--- src/rtl/inv_sequencer_pkg.sv ---
`default_nettype none
// +----------------------------------------------------------------------+
// | inv_sequencer_pkg                                                    |
// | Shared state encoding, mux selects and helpers for the inversion FSM.|
// | Rev 1.0                                                              |
// +----------------------------------------------------------------------+
package inv_sequencer_pkg;

    typedef enum logic [2:0] {
        ST_IDLE     = 3'd0,
        ST_LOAD     = 3'd1,
        ST_SAVE     = 3'd2,
        ST_SQR      = 3'd3,
        ST_MUL_REQ  = 3'd4,
        ST_MUL_WAIT = 3'd5,
        ST_DONE     = 3'd6
    } state_t;

    // exp_sel = e asks the exponent unit for 2^e back-to-back squarings
    localparam logic [1:0] c_SQ1 = 2'd0;
    localparam logic [1:0] c_SQ2 = 2'd1;
    localparam logic [1:0] c_SQ4 = 2'd2;
    localparam logic [1:0] c_SQ8 = 2'd3;

    localparam logic c_OPB_S   = 1'b0;
    localparam logic c_OPB_A   = 1'b1;
    localparam logic c_RES_EXP = 1'b0;
    localparam logic c_RES_MUL = 1'b1;

    function automatic int msb_index(input int value);
        int idx;
        idx = 0;
        for (int b = 0; b < 31; b++) begin
            if (value[b]) idx = b;
        end
        return idx;
    endfunction

endpackage
`default_nettype wire

--- src/rtl/inv_sq_chunker.sv ---
`default_nettype none
// +----------------------------------------------------------------------+
// | inv_sq_chunker                                                       |
// | Largest squaring run 2^e (e <= 3) that fits in the remaining count.  |
// | Rev 1.0                                                              |
// +----------------------------------------------------------------------+
module inv_sq_chunker
    import inv_sequencer_pkg::*;
#(
    parameter int KW = 5
) (
    input  logic [KW-1:0] i_rem,
    output logic [1:0]    o_exp_sel,
    output logic [KW-1:0] o_pow
);

    logic [31:0] w_rem;

    assign w_rem = 32'(i_rem);

    always_comb begin
        if (w_rem >= 32'd8)      o_exp_sel = c_SQ8;
        else if (w_rem >= 32'd4) o_exp_sel = c_SQ4;
        else if (w_rem >= 32'd2) o_exp_sel = c_SQ2;
        else                     o_exp_sel = c_SQ1;
    end

    assign o_pow = KW'(32'd1 << o_exp_sel);

endmodule
`default_nettype wire

--- src/rtl/inv_sequencer.sv ---
`default_nettype none
// +----------------------------------------------------------------------+
// | inv_sequencer                                                        |
// | Itoh-Tsujii control for GF(2^M) inversion: squarings and multiplies. |
// | Rev 1.0                                                              |
// +----------------------------------------------------------------------+
module inv_sequencer
    import inv_sequencer_pkg::*;
#(
    parameter int M = 16
) (
    input  logic       clk,
    input  logic       rst,
    input  logic       start,
    output logic       busy,
    output logic       done,
    output logic       ld_a,
    output logic       save,
    output logic       w_en,
    output logic       res_sel,
    output logic [1:0] exp_sel,
    output logic       opb_sel,
    output logic       mul_req,
    input  logic       mul_ack
);

    localparam int KW = $clog2(M) + 1;
    localparam int JW = $clog2(M);
    localparam int c_J0 = msb_index(M - 1) - 1;
    localparam logic [63:0] c_MM1 = 64'(M - 1);

    state_t        r_state;
    state_t        w_state_nxt;
    logic [KW-1:0] r_k;
    logic [KW-1:0] w_k_nxt;
    logic [KW-1:0] r_rem;
    logic [KW-1:0] w_rem_nxt;
    logic [KW-1:0] r_pow;
    logic [KW-1:0] w_rem_left;
    logic [JW-1:0] r_j;
    logic [JW-1:0] w_j_nxt;
    logic [JW-1:0] w_j_dec;
    logic [5:0]    w_jidx;
    logic          w_jbit;
    logic          r_inc;
    logic          w_inc_nxt;
    logic          r_fin;
    logic          w_fin_nxt;
    logic          w_mul_nxt;
    logic [1:0]    w_chunk_exp;
    logic [KW-1:0] w_chunk_pow;

    logic          r_busy;
    logic          r_done;
    logic          r_ld_a;
    logic          r_save;
    logic          r_w_en;
    logic          r_res_sel;
    logic [1:0]    r_exp_sel;
    logic          r_opb_sel;
    logic          r_mul_req;

    // j is read as two's complement; its top bit going high means all bits consumed
    assign w_j_dec    = r_j - JW'(1);
    assign w_jidx     = 6'(r_j);
    assign w_jbit     = c_MM1[w_jidx];
    assign w_rem_left = r_rem - r_pow;
    assign w_mul_nxt  = (w_state_nxt == ST_MUL_REQ) || (w_state_nxt == ST_MUL_WAIT);

    inv_sq_chunker #(
        .KW (KW)
    ) u_chunker (
        .i_rem     (w_rem_nxt),
        .o_exp_sel (w_chunk_exp),
        .o_pow     (w_chunk_pow)
    );

    always_comb begin
        w_state_nxt = r_state;
        w_k_nxt     = r_k;
        w_rem_nxt   = r_rem;
        w_j_nxt     = r_j;
        w_inc_nxt   = r_inc;
        w_fin_nxt   = r_fin;
        case (r_state)
            ST_IDLE: begin
                if (start) w_state_nxt = ST_LOAD;
            end
            ST_LOAD: begin
                w_k_nxt   = KW'(1);
                w_j_nxt   = JW'(c_J0);
                w_inc_nxt = 1'b0;
                if (c_J0 < 0) begin
                    w_fin_nxt   = 1'b1;
                    w_rem_nxt   = KW'(1);
                    w_state_nxt = ST_SQR;
                end else begin
                    w_fin_nxt   = 1'b0;
                    w_state_nxt = ST_SAVE;
                end
            end
            ST_SAVE: begin
                w_rem_nxt   = r_k;
                w_state_nxt = ST_SQR;
            end
            ST_SQR: begin
                w_rem_nxt = w_rem_left;
                if (w_rem_left != '0) w_state_nxt = ST_SQR;
                else if (r_fin)       w_state_nxt = ST_DONE;
                else                  w_state_nxt = ST_MUL_REQ;
            end
            ST_MUL_REQ: begin
                w_state_nxt = ST_MUL_WAIT;
            end
            ST_MUL_WAIT: begin
                if (mul_ack) begin
                    if (!r_inc && w_jbit) begin
                        w_k_nxt     = r_k << 1;
                        w_inc_nxt   = 1'b1;
                        w_rem_nxt   = KW'(1);
                        w_state_nxt = ST_SQR;
                    end else begin
                        w_k_nxt   = r_inc ? (r_k + KW'(1)) : (r_k << 1);
                        w_inc_nxt = 1'b0;
                        w_j_nxt   = w_j_dec;
                        if (w_j_dec[JW-1]) begin
                            w_fin_nxt   = 1'b1;
                            w_rem_nxt   = KW'(1);
                            w_state_nxt = ST_SQR;
                        end else begin
                            w_state_nxt = ST_SAVE;
                        end
                    end
                end
            end
            ST_DONE: begin
                w_state_nxt = ST_IDLE;
            end
            default: begin
                w_state_nxt = ST_IDLE;
            end
        endcase
    end

    // Outputs are decoded from the next state so they leave flops directly.
    // W follows the product bus for the whole wait; the value on the ack edge is the one kept.
    always_ff @(posedge clk) begin
        if (rst) begin
            r_state   <= ST_IDLE;
            r_k       <= '0;
            r_rem     <= '0;
            r_pow     <= '0;
            r_j       <= '0;
            r_inc     <= 1'b0;
            r_fin     <= 1'b0;
            r_busy    <= 1'b0;
            r_done    <= 1'b0;
            r_ld_a    <= 1'b0;
            r_save    <= 1'b0;
            r_w_en    <= 1'b0;
            r_res_sel <= c_RES_EXP;
            r_exp_sel <= c_SQ1;
            r_opb_sel <= c_OPB_S;
            r_mul_req <= 1'b0;
        end else begin
            r_state   <= w_state_nxt;
            r_k       <= w_k_nxt;
            r_rem     <= w_rem_nxt;
            r_pow     <= w_chunk_pow;
            r_j       <= w_j_nxt;
            r_inc     <= w_inc_nxt;
            r_fin     <= w_fin_nxt;
            r_busy    <= (w_state_nxt != ST_IDLE) && (w_state_nxt != ST_DONE);
            r_done    <= (w_state_nxt == ST_DONE);
            r_ld_a    <= (w_state_nxt == ST_LOAD);
            r_save    <= (w_state_nxt == ST_SAVE);
            r_w_en    <= (w_state_nxt == ST_SQR) || (w_state_nxt == ST_MUL_WAIT);
            r_res_sel <= (w_state_nxt == ST_MUL_WAIT) ? c_RES_MUL : c_RES_EXP;
            r_exp_sel <= (w_state_nxt == ST_SQR) ? w_chunk_exp : c_SQ1;
            r_opb_sel <= (w_mul_nxt && w_inc_nxt) ? c_OPB_A : c_OPB_S;
            r_mul_req <= w_mul_nxt;
        end
    end

    assign busy    = r_busy;
    assign done    = r_done;
    assign ld_a    = r_ld_a;
    assign save    = r_save;
    assign w_en    = r_w_en;
    assign res_sel = r_res_sel;
    assign exp_sel = r_exp_sel;
    assign opb_sel = r_opb_sel;
    assign mul_req = r_mul_req;

endmodule
`default_nettype wire
--- config.mk ---
export PLATFORM = sky130hd
export DESIGN_NAME = inv_sequencer
export DESIGN_NICKNAME = d
export VERILOG_FILES = /design/src/rtl/inv_sequencer_pkg.sv /design/src/rtl/inv_sq_chunker.sv /design/src/rtl/inv_sequencer.sv
export SDC_FILE = /design/constraint.sdc
export NUM_CORES = 1
export LEC_CHECK = 0
export CAP_MARGIN = 20
export CELL_PAD_IN_SITES_DETAIL_PLACEMENT = 0
export CELL_PAD_IN_SITES_GLOBAL_PLACEMENT = 2
export CORE_UTILIZATION = 30
export CTS_CLUSTER_SIZE = 8
export DETAILED_ROUTE_END_ITERATION = 7
export HOLD_SLACK_MARGIN = 0.1
export PLACE_DENSITY_LB_ADDON = 0.1
export SETUP_SLACK_MARGIN = 0.15
export SKIP_LAST_GASP = 1
export SLEW_MARGIN = 20
export SYNTH_ARGS = -nofsm -noshare
export SYNTH_HDL_FRONTEND = slang
export SYNTH_SLANG_ARGS = --single-unit
--- constraint.sdc ---
create_clock -name clk -period 4.7 [get_ports clk]
set_input_delay 1.41 -clock clk [delete_from_list [all_inputs] [get_ports clk]]
set_output_delay 1.41 -clock clk [all_outputs]
set_load 0.05 [all_outputs]
==> results of run 1 <==
Yosys cell counts, drive strengths merged, types with 2 or more instances:
library cell / instances
nand3: 4
a211oi: 3
xor2: 3
o31ai: 2
nor3b: 2
nand2b: 7
nor2: 29
a31oi: 2
inv: 12
and2: 3
nand3b: 3
buf: 2
a21o: 2
o21ai: 7
dfxtp: 34
ha: 6
clkbuf: 5
nor2b: 6
o21a: 3
a22oi: 2
nor3: 10
and4: 2
o211ai: 2
a21oi: 21
nand2: 14
mux2i: 2
and3: 2
stage by stage:
stage	area, um^2	instances
2_1_floorplan	1710	205
3_3_place_gp	1910	284
3_5_place_dp	1910	284
4_1_cts	2000	292
5_1_grt	2000	292
6_report	2000	292
state kept, by name, indices dropped and copies added (netlist names), 2 cells and up:
name     count
r_state      3
r_pow        4
r_rem        5
exp_sel      2
r_k          5
r_j          4
worst min-delay path, cell delays in order, from the launching register on:
cell and delay [ns]:
dfxtp_1 0.34, a21oi_1 0.05, nor2_1 0.07
layer usage:
metal,vias to the layer above,GRT usage,part of all wire
met3,2,0.0318,0.026
met1,675,0.167,0.49
met4,0,0.0453,0.0049
met2,16,0.247,0.48
li1,739,-,-
met5,-,0,0
worst min-delay path by stage:
stage / start / end / slack, ns / cells after the start
floorplan: r_fin / r_fin / 0.44 / 2
global placement: r_fin / r_fin / 0.47 / 2
detailed placement: r_fin / r_fin / 0.47 / 2
CTS: r_fin / r_fin / 0.48 / 2
global route: r_fin / r_fin / 0.53 / 2
finish: r_fin / r_fin / 0.49 / 2
area by class of cell:
type | count | area (um^2)
Inverter | 12 | 45.0
Clock buffer | 7 | 86.3
Timing Repair Buffer | 14 | 138
Clock inverter | 1 | 5.00
Tap cell | 72 | 90.1
Fill cell | 563 | 3510
Sequential cell | 34 | 681
Multi-Input combinational cell | 152 | 952
cell families (layout without fill, tap and decap cells):
| kind of cell | Yosys count | in the layout | share of synthesized area |
|---|---|---|---|
| and+or+nand+nor | 89 | 89 | 0.278 |
| xor gates and xnor gates | 4 | 4 | 0.0205 |
| DFF | 34 | 34 | 0.399 |
| AOI/OAI and AO/OA | 50 | 50 | 0.192 |
| adders and majority gates | 7 | 7 | 0.0557 |
| muxes | 2 | 2 | 0.0117 |
| buffers and inverters | 19 | 34 | 0.0433 |
power by group through the flow:
stage	clock network (uW)	logic, uW	registers (uW)
6_report	220	196	338
3_5_place_dp	0	196	344
5_1_grt	241	219	342
3_3_place_gp	0	196	344
2_1_floorplan	0	140	349
4_1_cts	230	198	337
cells in the final DEF, fill, tap and decap left out, types with 2 or more instances in the layout:
cell type / count
clkdlybuf4s50_1: 13
o21ai_0: 6
nand3b_1: 3
nand3_1: 4
o31ai_1: 2
ha_1: 6
nand2_1: 14
a22oi_1: 2
and4_1: 2
a21oi_1: 20
nor2b_1: 6
clkbuf_8: 6
and3_1: 2
inv_1: 12
o211ai_1: 2
mux2i_1: 2
dfxtp_1: 34
nor3_2: 3
o21a_1: 3
a21o_1: 2
nand2b_1: 6
a211oi_1: 3
a31oi_1: 2
nor3_1: 7
and2_1: 2
nor2_1: 29
nor3b_1: 2
xor2_1: 3
==> results_dict.tcl, run 1 <==
set metrics [dict create \
    route.detailed.vias_per_inst 4.90 \
    hold_violations 0 \
    cpPeakStageDelay_ns 0.59 \
    synth_area_leaders "dfxtp_1, nor2_1, a21oi_1" \
    maxClockFrequency_mhz 322 \
    via_count_of_the_first_global_routing_pass 1444 \
    synth_flop_cell "dfxtp_1" \
    cell_taking_the_most_area_after_synthesis "dfxtp_1" \
    reg2reg_setup_slack_ns 2.31 \
    crit_path_cell_trace "clkdlybuf4s50_1 > nand4b_1 > a31o_4 > and2_4 > a21oi_4 > nand2b_2 > a31oi_1" \
    synthDistinctLibCells 47 \
    hold_path_class "reg -> reg" \
    finalCritPeriodShare 0.660 \
    cts-buffers-inserted 5 \
    power_switching_uw 243 \
    layout.core_utilization 0.363 \
    ys_seq_area_frac 0.399 \
    grtUsageTotal 0.140 \
    maxCapViolCount 0 \
    rr_endpoint "done" \
    share_of_layout_cells_above_drive_strength_1 0.0727 \
    clock_tree_from_tritoncts "built" \
    worst_setup_path_endpoint "exp_sel[0]" \
    grt_first_pass_wirelength_um 6640 \
    endpoint_kind "register" \
    avgRoutedWirePerCell_um 13.4 \
    timing.critical_path.from_type "input port" \
    crit_path_top_delay_cell "clkdlybuf4s50_1" \
    crit_path_max_fanout 7 \
    yosys.area.top_type_share 0.399 \
    switching_share 0.323 \
    p_comb_frac 0.260 \
    clk-insertion-delay-late_ns 0.28 \
    antenna_found_initial 0 \
    gp_congestion 0.794 \
    ys.warnings.count 0 \
    minimum_clock_period_ns 3.10 \
    insertedDiodeCount 0 \
    grt_start_max_net_pins 28 \
    dr.pass1.iters 4 \
    pwr_density_cell_nw_per_um2 378 \
    floorplan.core_area_um2 5510 \
    maxSlewHeadroom 0.583 \
    netlist_area_um2 1710 \
    power.ir.vdd_worst_v 0.000140 \
    critical_path_cell_count 7 \
    cts_repair_resize_count 0 \
    critPathLaunch "mul_ack" \
    run_status "finished, final reports clean" \
    final_net_count 230 \
    path_buf_inv 1 \
    finalSetupViolCount 0 \
    rsz_0062_raised_after_global_routing "false" \
    arrival_ns 3.31 \
    power.leakage_uw 0.000747 \
    postSynthNetCount 216 \
    worst_r2r_path_depth 9 \
    setup_total_negative_slack_ns 0 \
    timing_max_transition_violations_final 0 \
    final_antenna_net_count 0 \
    fin_worst_skew_ns 0.00120 \
    io_buffers 13 \
    cts-htree-levels 2 \
    cell_count_after_synthesis 205 \
    syn2layout_area_growth_pct 17.0 \
    routed_wirelength_um 3910 \
    floorplan.die.height_um 77.4 \
    hold_buffers 0 \
    cts_setup_buffers 0 \
    clkTransAtPathRegs_ns 0.07 \
    total_power_uw 754 \
    number_of_design_rule_violations_left_by_the_first_detailed_router_iteration 57 \
    design.die.area_um2 5990 \
    synth_edf_count 0 \
    clock_network_fraction_of_total_power 0.292 \
    syn_area_per_cell_um2 8.33 \
    overflow 0 \
    route.vias.total 1432 \
    critPathRequiredTime_ns 4.90 \
    fin_worst_hold_slack_ns 0.491 \
    worst_slew_pin_slew_ns 0.624 \
    async_reset_ff_frac 0 \
    clock_sink_count 34 \
    postSynthRegisterBits 34 \
    io_pins 14 \
    post-dp-hpwl_um 2850 \
    clockBufferDepth 2 \
    worst-setup-path-type "in -> reg" \
    die-width_um 77.4 \
    cellInternalPower_uw 511 \
    worstReg2RegStart "r_rem[0]" \
    critical-path-top-delay-family "compound AO/OA/AOI/OAI gates" \
    number_of_placement_rows 27 \
    ctsRootBufferMaster "clkbuf_8" \
    post-route-drc-count 0 \
    sequentialPowerShare 0.448 \
    floorplan.initialDensity 0.310 \
    worst_slack_ns 1.60 \
    post_place_setup_slack_ns 1.32 \
]
Power figures use the tool's default switching activity.
==> run 2, diff against run 1 <==
==> constraint.sdc (replaced) <==
create_clock -name clk -period 2.8 [get_ports clk]
set_input_delay 0.84 -clock clk [delete_from_list [all_inputs] [get_ports clk]]
set_output_delay 0.84 -clock clk [all_outputs]
set_load 0.05 [all_outputs]
==> results_dict.tcl, run 2 (synthesized netlist as in run 1, its figures left out) <==
set metrics [dict create \
    run_status "finished, final reports clean" \
    worst-setup-path-type "in -> reg" \
    sequentialPowerShare 0.447 \
    clk-insertion-delay-late_ns 0.28 \
    route.detailed.vias_per_inst 4.98 \
    critPathRequiredTime_ns 3.01 \
    timing_max_transition_violations_final 0 \
    clkTransAtPathRegs_ns 0.07 \
    io_pins 14 \
    design.die.area_um2 5990 \
    power_switching_uw 404 \
    endpoint_kind "register" \
    globalRouteMet1Util 0.187 \
    clock_sink_count 34 \
    total_power_uw 1270 \
    number_of_placement_rows 27 \
    final_net_count 233 \
    p_comb_frac 0.265 \
    routing_usage_on_met3 0.0353 \
    share_of_layout_cells_above_drive_strength_1 0.0852 \
    power.ir.vdd_worst_v 0.000295 \
    insertedDiodeCount 0 \
    pwr_density_cell_nw_per_um2 628 \
    floorplan.die.height_um 77.4 \
    number_of_design_rule_violations_left_by_the_first_detailed_router_iteration 109 \
    cellInternalPower_uw 864 \
    post-dp-hpwl_um 2900 \
    hold_path_class "reg -> reg" \
    minimum_clock_period_ns 2.36 \
    clock_network_fraction_of_total_power 0.288 \
    floorplan.core_area_um2 5510 \
    maxClockFrequency_mhz 424 \
    post-route-drc-count 0 \
    largest_registers "r_k: 5 flops, r_rem: 5 flops" \
    overflow 0 \
    avgRoutedWirePerCell_um 13.2 \
    gr_busiest_metal "met2" \
    hold_violations 0 \
    power.leakage_uw 0.000760 \
    finalCritPeriodShare 0.842 \
    die-width_um 77.4 \
    reg2reg_setup_slack_ns 0.48 \
    worst_slew_pin_slew_ns 0.613 \
    syn2layout_area_growth_pct 18.3 \
    rsz_0062_raised_after_global_routing "false" \
    crit_path_max_fanout 7 \
    layout.cells.most_common_list "dfxtp_1, nor2_1, a21oi_1" \
    cts_setup_buffers 0 \
    layout.cells.most_common "dfxtp_1" \
    io_buffers 13 \
    cts-buffers-inserted 5 \
    arrival_ns 2.57 \
    hold_buffers 0 \
    maxCapViolCount 0 \
    finalSetupViolCount 0 \
    antenna_found_initial 0 \
    final_antenna_net_count 0 \
    clockBufferDepth 2 \
    worst_slack_ns 0.442 \
    floorplan.initialDensity 0.310 \
    grt_start_max_net_pins 27 \
    grtUsageTotal 0.142 \
    dr.pass1.iters 4 \
    routed_wirelength_um 3900 \
    cts_repair_resize_count 0 \
    route.vias.total 1468 \
    setup_total_negative_slack_ns 0 \
    gr-usage-met2 0.227 \
    gp_congestion 0.780 \
    maxSlewHeadroom 0.591 \
    post_place_setup_slack_ns 0.117 \
    switching_share 0.319 \
    fin_worst_skew_ns 0.00508 \
    clock_tree_from_tritoncts "built" \
    via_count_of_the_first_global_routing_pass 1360 \
    grt_first_pass_wirelength_um 6730 \
    ctsRootBufferMaster "clkbuf_8" \
    timing.critical_path.from_type "input port" \
    cts-htree-levels 2 \
]
[run 2: final timing paths]
path / startpoint / to / depth (start not counted)
max: mul_ack / exp_sel[0] / 6
min: r_fin / r_fin / 2
max reg2reg: r_rem[0] / opb_sel / 8
min reg2reg: r_fin / r_fin / 2
[run 2: layer usage]
layer | up-vias | routed length, um
li1 | 752 | -
met1 | 689 | 1930
met2 | 21 | 1790
met3 | 6 | 132
met4 | 0 | 55
met5 | - | 0
[run 2: layout make-up]
class / count / area, um^2
Tap cell: 72 / 90.1
Multi-Input combinational cell: 152 / 952
Clock inverter: 1 / 5.00
Timing Repair Buffer: 17 / 160
Inverter: 12 / 45.0
Fill cell: 571 / 3490
Sequential cell: 34 / 681
Clock buffer: 7 / 86.3
[run 2: power groups by stage]
stage          Clock [uW]  Sequential (uW)  Combinational [uW]
5_1_grt               409              574                 376
3_5_place_dp            0              577                 337
4_1_cts               385              566                 339
2_1_floorplan           0              586                 236
6_report              366              566                 336
3_3_place_gp            0              578                 337
[run 2: worst max-delay path, stage by stage]
cell and delay (ns):
clkdlybuf4s50_1 0.61, nand2b_1 0.17, o211ai_1 0.11, or4b_1 0.52, a2bb2oi_1 0.16, a31oi_1 0.15
[run 2: per-stage QoR]
| stage | hold slack, ns | std cells | cell area, um^2 | util |
|---|---|---|---|---|
| floorplan | 0.437 | 205 | 1710 | - |
| global placement | 0.471 | 287 | 1930 | 0.350 |
| detailed placement | 0.464 | 287 | 1930 | 0.350 |
| CTS | 0.483 | 295 | 2020 | 0.367 |
| global route | 0.514 | 295 | 2020 | 0.367 |
| finish | 0.486 | 295 | 2020 | 0.367 |
==> run 3, diff against run 2 <==
==> constraint.sdc (replaced) <==
create_clock -name clk -period 2.2 [get_ports clk]
set_input_delay 0.66 -clock clk [delete_from_list [all_inputs] [get_ports clk]]
set_output_delay 0.66 -clock clk [all_outputs]
set_load 0.05 [all_outputs]
==> results_dict.tcl, run 3 (synthesized netlist as in run 1, its figures left out) <==
set metrics [dict create \
    post-route-drc-count 0 \
    grtUsageTotal 0.148 \
    clock_network_fraction_of_total_power 0.275 \
    maxClockFrequency_mhz 496 \
    final_net_count 249 \
    cts-htree-levels 2 \
    layout.core_utilization 0.403 \
    largest_registers "r_k: 5 flops, r_rem: 5 flops" \
    clock_tree_from_tritoncts "built" \
    clk-insertion-delay-late_ns 0.28 \
    gp_congestion 0.789 \
    floorplan.core_area_um2 5510 \
    grt_start_max_net_pins 27 \
    fin_worst_skew_ns 0.00370 \
    hold_buffers 0 \
    finalSetupViolCount 0 \
    overflow 0 \
    arrival_ns 2.18 \
    worst-setup-path-type "reg -> reg" \
    maxCapViolCount 0 \
    dr.pass1.iters 4 \
    timing.critical_path.from_type "register" \
    power.leakage_uw 0.000900 \
    timing_max_transition_violations_final 0 \
    hold_path_class "reg -> reg" \
    clkTransAtPathRegs_ns 0.07 \
    insertedDiodeCount 0 \
    worst_slack_ns 0.185 \
    route.detailed.vias_per_inst 4.86 \
    syn2layout_area_growth_pct 30.0 \
    routed_wirelength_um 4040 \
    route.vias.total 1512 \
    clock_sink_count 34 \
    cts-buffers-inserted 5 \
    rsz_0062_raised_after_global_routing "true" \
    crit_path_max_fanout 3 \
    layout.cells.most_common "dfxtp_1" \
    power.ir.vdd_worst_v 0.000353 \
    run_status "finished, final reports clean" \
    finalCritPeriodShare 0.916 \
    layout.cells.most_common_list "dfxtp_1, nor2_1, a21oi_1, buf_4, nand2_1" \
    grt_first_pass_wirelength_um 7040 \
    io_pins 14 \
    cellInternalPower_uw 1160 \
    sequentialPowerShare 0.421 \
    fin_worst_hold_slack_ns 0.477 \
    minimum_clock_period_ns 2.02 \
    via_count_of_the_first_global_routing_pass 1522 \
    switching_share 0.320 \
    ctsRootBufferMaster "clkbuf_8" \
    p_comb_frac 0.304 \
    post-dp-hpwl_um 2980 \
    floorplan.initialDensity 0.310 \
    final_antenna_net_count 0 \
    endpoint_kind "register" \
    number_of_placement_rows 27 \
    worst_slew_pin_slew_ns 0.498 \
    post_place_setup_slack_ns -0.171 \
    power_switching_uw 545 \
    hold_violations 0 \
    clockBufferDepth 2 \
    share_of_layout_cells_above_drive_strength_1 0.222 \
    antenna_found_initial 0 \
    number_of_design_rule_violations_left_by_the_first_detailed_router_iteration 82 \
    maxSlewHeadroom 0.667 \
    total_power_uw 1710 \
    floorplan.die.height_um 77.4 \
    pwr_density_cell_nw_per_um2 769 \
    design.die.area_um2 5990 \
    die-width_um 77.4 \
    avgRoutedWirePerCell_um 13.0 \
    critPathRequiredTime_ns 2.36 \
    io_buffers 13 \
]
run 3: changes by cell type in the layout (fill, tap and decap cells not counted), sizes merged:
cell	change
buf	+16
clkdlybuf4s50	-11
dlygate4sd2	+10
dlymetal6s2s	+1
run 3: worst paths after layout:
path         slack (ns)  depth (start not counted)  endpoint      from
min reg2reg        0.48                          2     r_fin     r_fin
max reg2reg        0.18                         10      busy  r_rem[0]
min                0.48                          2     r_fin     r_fin
max                0.18                         10      busy  r_rem[0]
run 3: power by group through the flow:
stage	sequential, uW	clock [uW]	combinational (uW)
finish	717	469	519
CTS	717	491	504
floorplan	746	0	300
global route	724	524	576
detailed placement	728	0	466
global placement	728	0	468
run 3: per-stage QoR:
stage,TNS [ns],instances,area [um^2]
after floorplan,0,205,1710
after global routing,0,311,2220
final,0,311,2220
after CTS,0,311,2160
after global placement,-0.595,299,2020
after detailed placement,-0.864,299,2020
run 3: final cells by class:
cell class / count / area, um^2
Fill cell: 571 / 3290
Multi-Input combinational cell: 152 / 1030
Sequential cell: 34 / 684
Timing Repair Buffer: 33 / 274
Tap cell: 72 / 90.1
Clock buffer: 7 / 86.3
Inverter: 12 / 45.0
Clock inverter: 1 / 5.00
run 3: what timing repair did:
action                                  CTS  global route
resized for setup                        20            14
endpoints found under the setup margin   21            15
pin swaps                                10             8
buffers inserted                          4             0
run 3: metal layers:
metal / GRT usage / routed length (um) / vias to the layer above
li1: - / - / 779
met3: 0.0329 / 100 / 6
met5: 0 / 0 / -
met1: 0.184 / 1980 / 711
met4: 0.0528 / 57 / 0
met2: 0.250 / 1900 / 16
run 3: critical path: stages, from the launching register on:
cell	delay, ns
dfxtp_2	0.33
inv_2	0.04
ha_4	0.15
fa_2	0.36
nor2b_1	0.12
o21a_1	0.13
or3_1	0.10
nand4_1	0.20
buf_4	0.22
nor3_2	0.18
a211oi_2	0.05
